## config.mk

```make
export PLATFORM = sky130hd
export DESIGN_NAME = fetch_unit
export DESIGN_NICKNAME = d
export VERILOG_FILES = /design/src/rtl/fetch_unit_pkg.sv /design/src/rtl/fetch_unit_bimodal_predictor.sv /design/src/rtl/fetch_unit.sv
export SDC_FILE = /design/constraint.sdc
export NUM_CORES = 2
export LEC_CHECK = 0
export ABC_AREA = 1
export BUFFER_PORTS_ARGS = -buffer_cell sky130_fd_sc_hd__buf_2
export CAP_MARGIN = 20
export CORE_MARGIN = 2
export CORE_UTILIZATION = 33
export DETAILED_ROUTE_END_ITERATION = 7
export GPL_ROUTABILITY_DRIVEN = 0
export PLACE_DENSITY_LB_ADDON = 0.08
export SETUP_SLACK_MARGIN = 0.4
export SLEW_MARGIN = 5
export SYNTH_ARGS = -nofsm -noshare
export SYNTH_HDL_FRONTEND = slang
export SYNTH_SLANG_ARGS = --single-unit
```

## constraint.sdc

```tcl
create_clock -name clk -period 35.9 [get_ports clk]
set_clock_uncertainty 0.05 [all_clocks]
set_input_delay 7.18 -clock clk [delete_from_list [all_inputs] [get_ports clk]]
set_output_delay 7.18 -clock clk [all_outputs]
set_load 0.01 [all_outputs]
```

## src/rtl/fetch_unit_pkg.sv

```systemverilog
// fetch_unit_pkg: shared constants, fetch-queue entry type and immediate decoders for fetch_unit.
package fetch_unit_pkg;
    localparam logic TRUE  = 1'b1;
    localparam logic FALSE = 1'b0;
    localparam logic HIGH  = 1'b1;
    localparam logic LOW   = 1'b0;
    localparam logic [6:0] OP_BRANCH = 7'b1100011;
    localparam logic [6:0] OP_JAL    = 7'b1101111;
    localparam int DEF_PRED_BITS     = 8;
    localparam int DEF_FQ_DEPTH_BITS = 3;
    localparam logic [1:0] CTR_RESET = 2'b01;
    typedef struct packed {
        logic [31:0] inst;
        logic [31:0] pc;
        logic        pred;
    } fq_entry_t;
    function automatic logic [31:0] b_imm(input logic [31:0] i);
        return {{20{i[31]}}, i[7], i[30:25], i[11:8], 1'b0};
    endfunction
    function automatic logic [31:0] j_imm(input logic [31:0] i);
        return {{12{i[31]}}, i[19:12], i[20], i[30:21], 1'b0};
    endfunction
endpackage

```

## src/rtl/fetch_unit_bimodal_predictor.sv

```systemverilog
// bimodal_predictor: table of 2-bit saturating counters, combinational lookup, registered update.
module bimodal_predictor
    import fetch_unit_pkg::*;
#(
    parameter int PRED_BITS = DEF_PRED_BITS
) (
    input  logic                 clk,
    input  logic                 rst,
    input  logic [PRED_BITS-1:0] lk_idx_i,
    output logic [1:0]           lk_ctr_o,
    input  logic                 upd_en_i,
    input  logic [PRED_BITS-1:0] upd_idx_i,
    input  logic                 upd_taken_i
);
    logic [1:0] ctr_q [1 << PRED_BITS];
    logic [1:0] cur, ctr_d;
    assign lk_ctr_o = ctr_q[lk_idx_i];
    assign cur      = ctr_q[upd_idx_i];
    assign ctr_d    = upd_taken_i ? ((cur == 2'b11) ? cur : cur + 2'd1)
                                  : ((cur == 2'b00) ? cur : cur - 2'd1);
    always_ff @(posedge clk or posedge rst) begin
        if (rst) begin
            for (int i = 0; i < (1 << PRED_BITS); i++) ctr_q[i] <= CTR_RESET;
        end else if (upd_en_i) begin
            ctr_q[upd_idx_i] <= ctr_d;
        end
    end
endmodule

```

## src/rtl/fetch_unit.sv

```systemverilog
// fetch_unit: I-cache fetch stage with decoupling fetch queue and bimodal branch prediction.
// Define JAL_PRED_EN to also redirect fetch on JAL instructions.
module fetch_unit
    import fetch_unit_pkg::*;
#(
    parameter int          FQ_DEPTH_BITS = DEF_FQ_DEPTH_BITS,
    parameter int          PRED_BITS     = DEF_PRED_BITS,
    parameter logic [31:0] RESET_PC      = 32'h0
) (
    input  logic        clk,
    input  logic        rst,
    input  logic        rdy,
    output logic        ic_req_valid,
    output logic [31:0] ic_req_pc,
    input  logic        ic_resp_valid,
    input  logic [31:0] ic_resp_inst,
    output logic        issue_valid,
    output logic [31:0] issue_inst,
    output logic [31:0] issue_pc,
    output logic        issue_pred,
    input  logic        rob_next_full,
    input  logic        rs_next_full,
    input  logic        lsb_next_full,
    input  logic        jump_flag,
    input  logic [31:0] target_pc,
    input  logic        upd_pred_valid,
    input  logic [31:0] upd_pred_pc,
    input  logic        upd_pred_need_jump
);
    localparam int DEPTH = 1 << FQ_DEPTH_BITS;
    localparam logic [FQ_DEPTH_BITS:0] FULL = {1'b1, {FQ_DEPTH_BITS{1'b0}}};

    fq_entry_t                fq_q [DEPTH];
    logic [31:0]              pc_q, pc_d, issue_inst_q, issue_inst_d, issue_pc_q, issue_pc_d;
    logic [FQ_DEPTH_BITS-1:0] head_q, head_d, tail_q, tail_d;
    logic [FQ_DEPTH_BITS:0]   count_q, count_d;
    logic                     issue_valid_q, issue_valid_d, issue_pred_q, issue_pred_d;
    logic                     flush_hold_q, flush_hold_d;
    logic [1:0]               ctr;
    logic                     stall, push, pop, br_taken, jal, pred;
    logic [31:0]              next_pc;
    logic                     unused;

    assign unused       = ^{upd_pred_pc[31:PRED_BITS+2], upd_pred_pc[1:0]};
    assign ic_req_valid = rdy & ~flush_hold_q & (count_q != FULL);
    assign ic_req_pc    = pc_q;
    assign stall        = rob_next_full | rs_next_full | lsb_next_full;
    assign push         = ic_req_valid & ic_resp_valid & ~jump_flag;
    assign pop          = rdy & ~stall & (count_q != '0) & ~jump_flag;
    assign br_taken     = (ic_resp_inst[6:0] == OP_BRANCH) & ctr[1];
`ifdef JAL_PRED_EN
    assign jal          = ic_resp_inst[6:0] == OP_JAL;
`else
    assign jal          = FALSE;
`endif
    assign pred         = br_taken | jal;
    assign next_pc      = pc_q + (jal ? j_imm(ic_resp_inst) : br_taken ? b_imm(ic_resp_inst) : 32'd4);

    bimodal_predictor #(.PRED_BITS(PRED_BITS)) u_pred (
        .clk        (clk),
        .rst        (rst),
        .lk_idx_i   (pc_q[PRED_BITS+1:2]),
        .lk_ctr_o   (ctr),
        .upd_en_i   (rdy & upd_pred_valid),
        .upd_idx_i  (upd_pred_pc[PRED_BITS+1:2]),
        .upd_taken_i(upd_pred_need_jump)
    );

    always_comb begin
        pc_d          = pc_q;
        head_d        = head_q;
        tail_d        = tail_q;
        count_d       = count_q;
        flush_hold_d  = flush_hold_q;
        issue_valid_d = LOW;
        issue_inst_d  = issue_inst_q;
        issue_pc_d    = issue_pc_q;
        issue_pred_d  = issue_pred_q;
        if (rdy) begin
            flush_hold_d = jump_flag;
            if (jump_flag) begin
                pc_d    = target_pc;
                head_d  = '0;
                tail_d  = '0;
                count_d = '0;
            end else begin
                if (push) begin
                    pc_d   = next_pc;
                    tail_d = tail_q + 1'b1;
                end
                if (pop) begin
                    issue_valid_d = HIGH;
                    issue_inst_d  = fq_q[head_q].inst;
                    issue_pc_d    = fq_q[head_q].pc;
                    issue_pred_d  = fq_q[head_q].pred;
                    head_d        = head_q + 1'b1;
                end
                count_d = count_q + {{FQ_DEPTH_BITS{1'b0}}, push} - {{FQ_DEPTH_BITS{1'b0}}, pop};
            end
        end
    end

    always_ff @(posedge clk or posedge rst) begin
        if (rst) begin
            pc_q          <= RESET_PC;
            head_q        <= '0;
            tail_q        <= '0;
            count_q       <= '0;
            flush_hold_q  <= LOW;
            issue_valid_q <= LOW;
            issue_inst_q  <= '0;
            issue_pc_q    <= '0;
            issue_pred_q  <= LOW;
            for (int i = 0; i < DEPTH; i++) fq_q[i] <= '0;
        end else begin
            pc_q          <= pc_d;
            head_q        <= head_d;
            tail_q        <= tail_d;
            count_q       <= count_d;
            flush_hold_q  <= flush_hold_d;
            issue_valid_q <= issue_valid_d;
            issue_inst_q  <= issue_inst_d;
            issue_pc_q    <= issue_pc_d;
            issue_pred_q  <= issue_pred_d;
            if (push) fq_q[tail_q] <= {ic_resp_inst, pc_q, pred};
        end
    end

    assign issue_valid = issue_valid_q;
    assign issue_inst  = issue_inst_q;
    assign issue_pc    = issue_pc_q;
    assign issue_pred  = issue_pred_q;
endmodule

```

==> impl_metrics.toml <==
[status]
status = "finished clean"

[floorplan]
die_w_um = 421
start_util_pct = 33.2
die_h_um = 421
dieArea_sq_um = 178000
design.core.area_sq_um = 173000
io_pins = 205
row_count = 153

[global_route]
grt_use_total_pct = 24.0
antenna_found_initial = 7
first_global_vias = 49400
overflow = 0
grt_max_degree = 189
grt_pass1_wl_um = 324000

[setup_path]
path_class = "input port to primary output"
crit_chain = "buf_2 > inv_1 > a311oi_1 > buf_2"
required_ns = 28.67
cp_data_arrival_time_ns = 8.09
crit_top_cell = "buf_2"
cp_max_fo = 8
cp_slowest_cell = "a311oi_1"
cp-start-kind = "input port"
slowest_delay_ns = 0.42
end_kind = "primary output"

[cells_and_area]
syn_to_final_growth_pct = 12.5
nets = 7372
fin_area_sq_um = 64700
regArea_sq_um = 28900
drive_gt1_share_pct = 10.7
multi_input_area_sq_um = 24500
fillers = 18300

[synth]
yosys-top-cells-count = "nand2_1, dfrtp_1, o21ai_0"
synth_cells = 7301
yosysTopAreaCellShare_pct = 38.5
seq_area_frac_synth_pct = 50.2
syn_nets = 7447
synth_compound_area_share_pct = 14.4
yosysUniqueCellTypes = 43
synth-seq-cells = 1141
synthSimpleGateAreaFrac_pct = 24.5
post-synth-top-area-cell = "dfrtp_1"
ys_top_cells_by_area = "dfrtp_1, nand2_1, dfstp_2"
synth_top_family_by_area = "simple AND/OR/NAND/NOR gates"
synth-xor-area-share_pct = 0.305
muxShareOfSynthArea_pct = 2.26
synth_fa_ha_area_share_pct = 0.897
syn_avg_cell_area_sq_um = 7.87
yosysMostFrequentCell = "nand2_1"
synth_edf_count = 0
async_flop_share_pct = 100
ys_warn_count = 0
synth_area_sq_um = 57500
synth-main-ff-cell = "dfrtp_1"

[pwr]
powerDensity_nw_per_um2 = 54.8
peakVddDrop_mv = 0.0544
leakagePower_uw = 0.0286
power_uw = 3540

[run]
maxCapViolCount = 0

[clock_tree]
htreeDepth = 4
clockRootBuffer = "clkbuf_16"
ctsResizeCount = 0
postCtsSetupBuffers = 0
cts_sinks = 1141
cts_buffers = 139
clkSlewWorstSetupHoldPaths_ns = 0.05
cts_buffer_depth = 3
cts_tree = "yes"
clk_latency_ns = 0.79
holdBufCountCts = 0

[sta]
period_share_pct = 42.7
setup-tns-final_ns = 0
max_slew_margin_pct = 23.6
tightest_slew_ns = 1.15
fmax_ghz = 0.0653
fin_crit_ns = 15.32
fin_ws_ns = 20.58
hold_viol_final = 0
rsz0062_at_grt = "no"
slew_violations = 0
setup-violations-final = 0

[drt]
totalWireLength_um = 216000
ant_nets = 0
drtPass1Iterations = 6
wire_per_inst_um = 22.4
num_vias = 50100
drtIter0Drc = 4265
drcViolationCount = 0
viasPerCell = 5.19

[placed_design]
dp_slack_ns = 20.59
portBuffers = 180
placed_area_sq_um = 60100
hpwlAfterDp_um = 124000

[worst_hold_path]
min_path_type = "register to register"
-- layer usage --
| layer | vias to the layer above | wire (um) | global-route usage, % |
|---|---|---|---|
| met5 | - | 0 | 0 |
| met4 | 0 | 9080 | 9.56 |
| met3 | 352 | 10800 | 3.41 |
| met2 | 1337 | 102000 | 40.3 |
| met1 | 24600 | 94000 | 31.1 |
| li1 | 23900 | - | - |
-- critical path: cells and delay by family --
family	cells	cell delay [ns]
buffers and inverters	3	0.48
AOI/OAI and AO/OA	1	0.42
-- cell type report --
cell class | count | area share, %
sequential | 1141 | 44.7
timing repair buffer | 276 | 2.70
tap | 2325 | 4.50
multi-input combinational | 5106 | 37.9
inverter | 562 | 3.29
clock inverter | 30 | 0.385
antenna | 3 | 0.0116
clock buffer | 224 | 6.55
-- placed cells by master (no fill, tap or decap), types with 11 or more instances in the layout --
| cell type | Yosys | routed |
|---|---|---|
| mux2i_1 | 130 | 130 |
| a21oi_1 | 263 | 263 |
| dfstp_2 | 256 | 256 |
| clkinv_2 | 0 | 25 |
| o21ai_0 | 770 | 770 |
| buf_2 | 73 | 180 |
| nand3_1 | 576 | 571 |
| clkbuf_16 | 0 | 146 |
| nand2_1 | 2422 | 2417 |
| xnor2_1 | 12 | 12 |
| ha_1 | 38 | 38 |
| nor2_1 | 205 | 202 |
| nand4_1 | 12 | 12 |
| dfrtp_1 | 885 | 879 |
| a22oi_1 | 254 | 254 |
| buf_4 | 5 | 87 |
| clkbuf_8 | 0 | 29 |
| o211ai_1 | 114 | 114 |
| nor3_1 | 223 | 223 |
| inv_1 | 553 | 539 |
| clkbuf_1 | 346 | 49 |
| o22ai_1 | 18 | 18 |
| o31ai_1 | 11 | 11 |
-- state kept, by name, indices dropped and copies added, names as in the netlist --
name,cells
issue_pred,1
tail_q,3
issue_inst,32
flush_hold_q,1
fq_q,520
head_q,3
u_pred.ctr_q,512
issue_valid,1
issue_pc,32
count_q,4
ic_req_pc,32
-- stage by stage --
step                      std cells  hold slack (ns)  utilization [%]
after global placement         9408            0.406             34.7
after floorplan                7301            0.393                -
after CTS                      9662            0.416             37.3
after detailed placement       9408            0.406             34.7
after global routing           9665            0.424             37.3
final                          9667            0.413             37.3
-- where the power goes --
group          internal (uW)  leakage [uW]  total (uW)  switching (uW)
logic                    186        0.0116         621             434
clock network            822       0.00221        1400             582
registers               1420        0.0147        1520            96.1
-- kinds of logic (layout without fill, tap and decap cells) --
| family | count (synthesis) | in the layout |
|---|---|---|
| xor gates and xnor gates | 20 | 20 |
| buffers and inverters | 1054 | 1092 |
| adders and majority gates | 40 | 40 |
| muxes | 130 | 130 |
| DFF | 1141 | 1141 |
| and+or+nand+nor | 3465 | 3465 |
| other | 0 | 3 |
| AOI/OAI and AO/OA | 1451 | 1451 |
-- final timing paths --
path | start | to | slack [ns] | depth (start not counted)
worst max-delay path | rdy | ic_req_valid | 20.58 | 4
worst min register to register | u_pred.ctr_q[508] | u_pred.ctr_q[508] | 0.41 | 2
max in group asynchronous | rst | u_pred.ctr_q[241] | 25.80 | 7
worst min-delay path | u_pred.ctr_q[508] | u_pred.ctr_q[508] | 0.41 | 2
min in group asynchronous | rst | issue_inst[19] | 6.58 | 3
worst max register to register | ic_req_pc[2] | ic_req_pc[29] | 27.49 | 33
No activity file was read; power rests on OpenSTA's default activity.
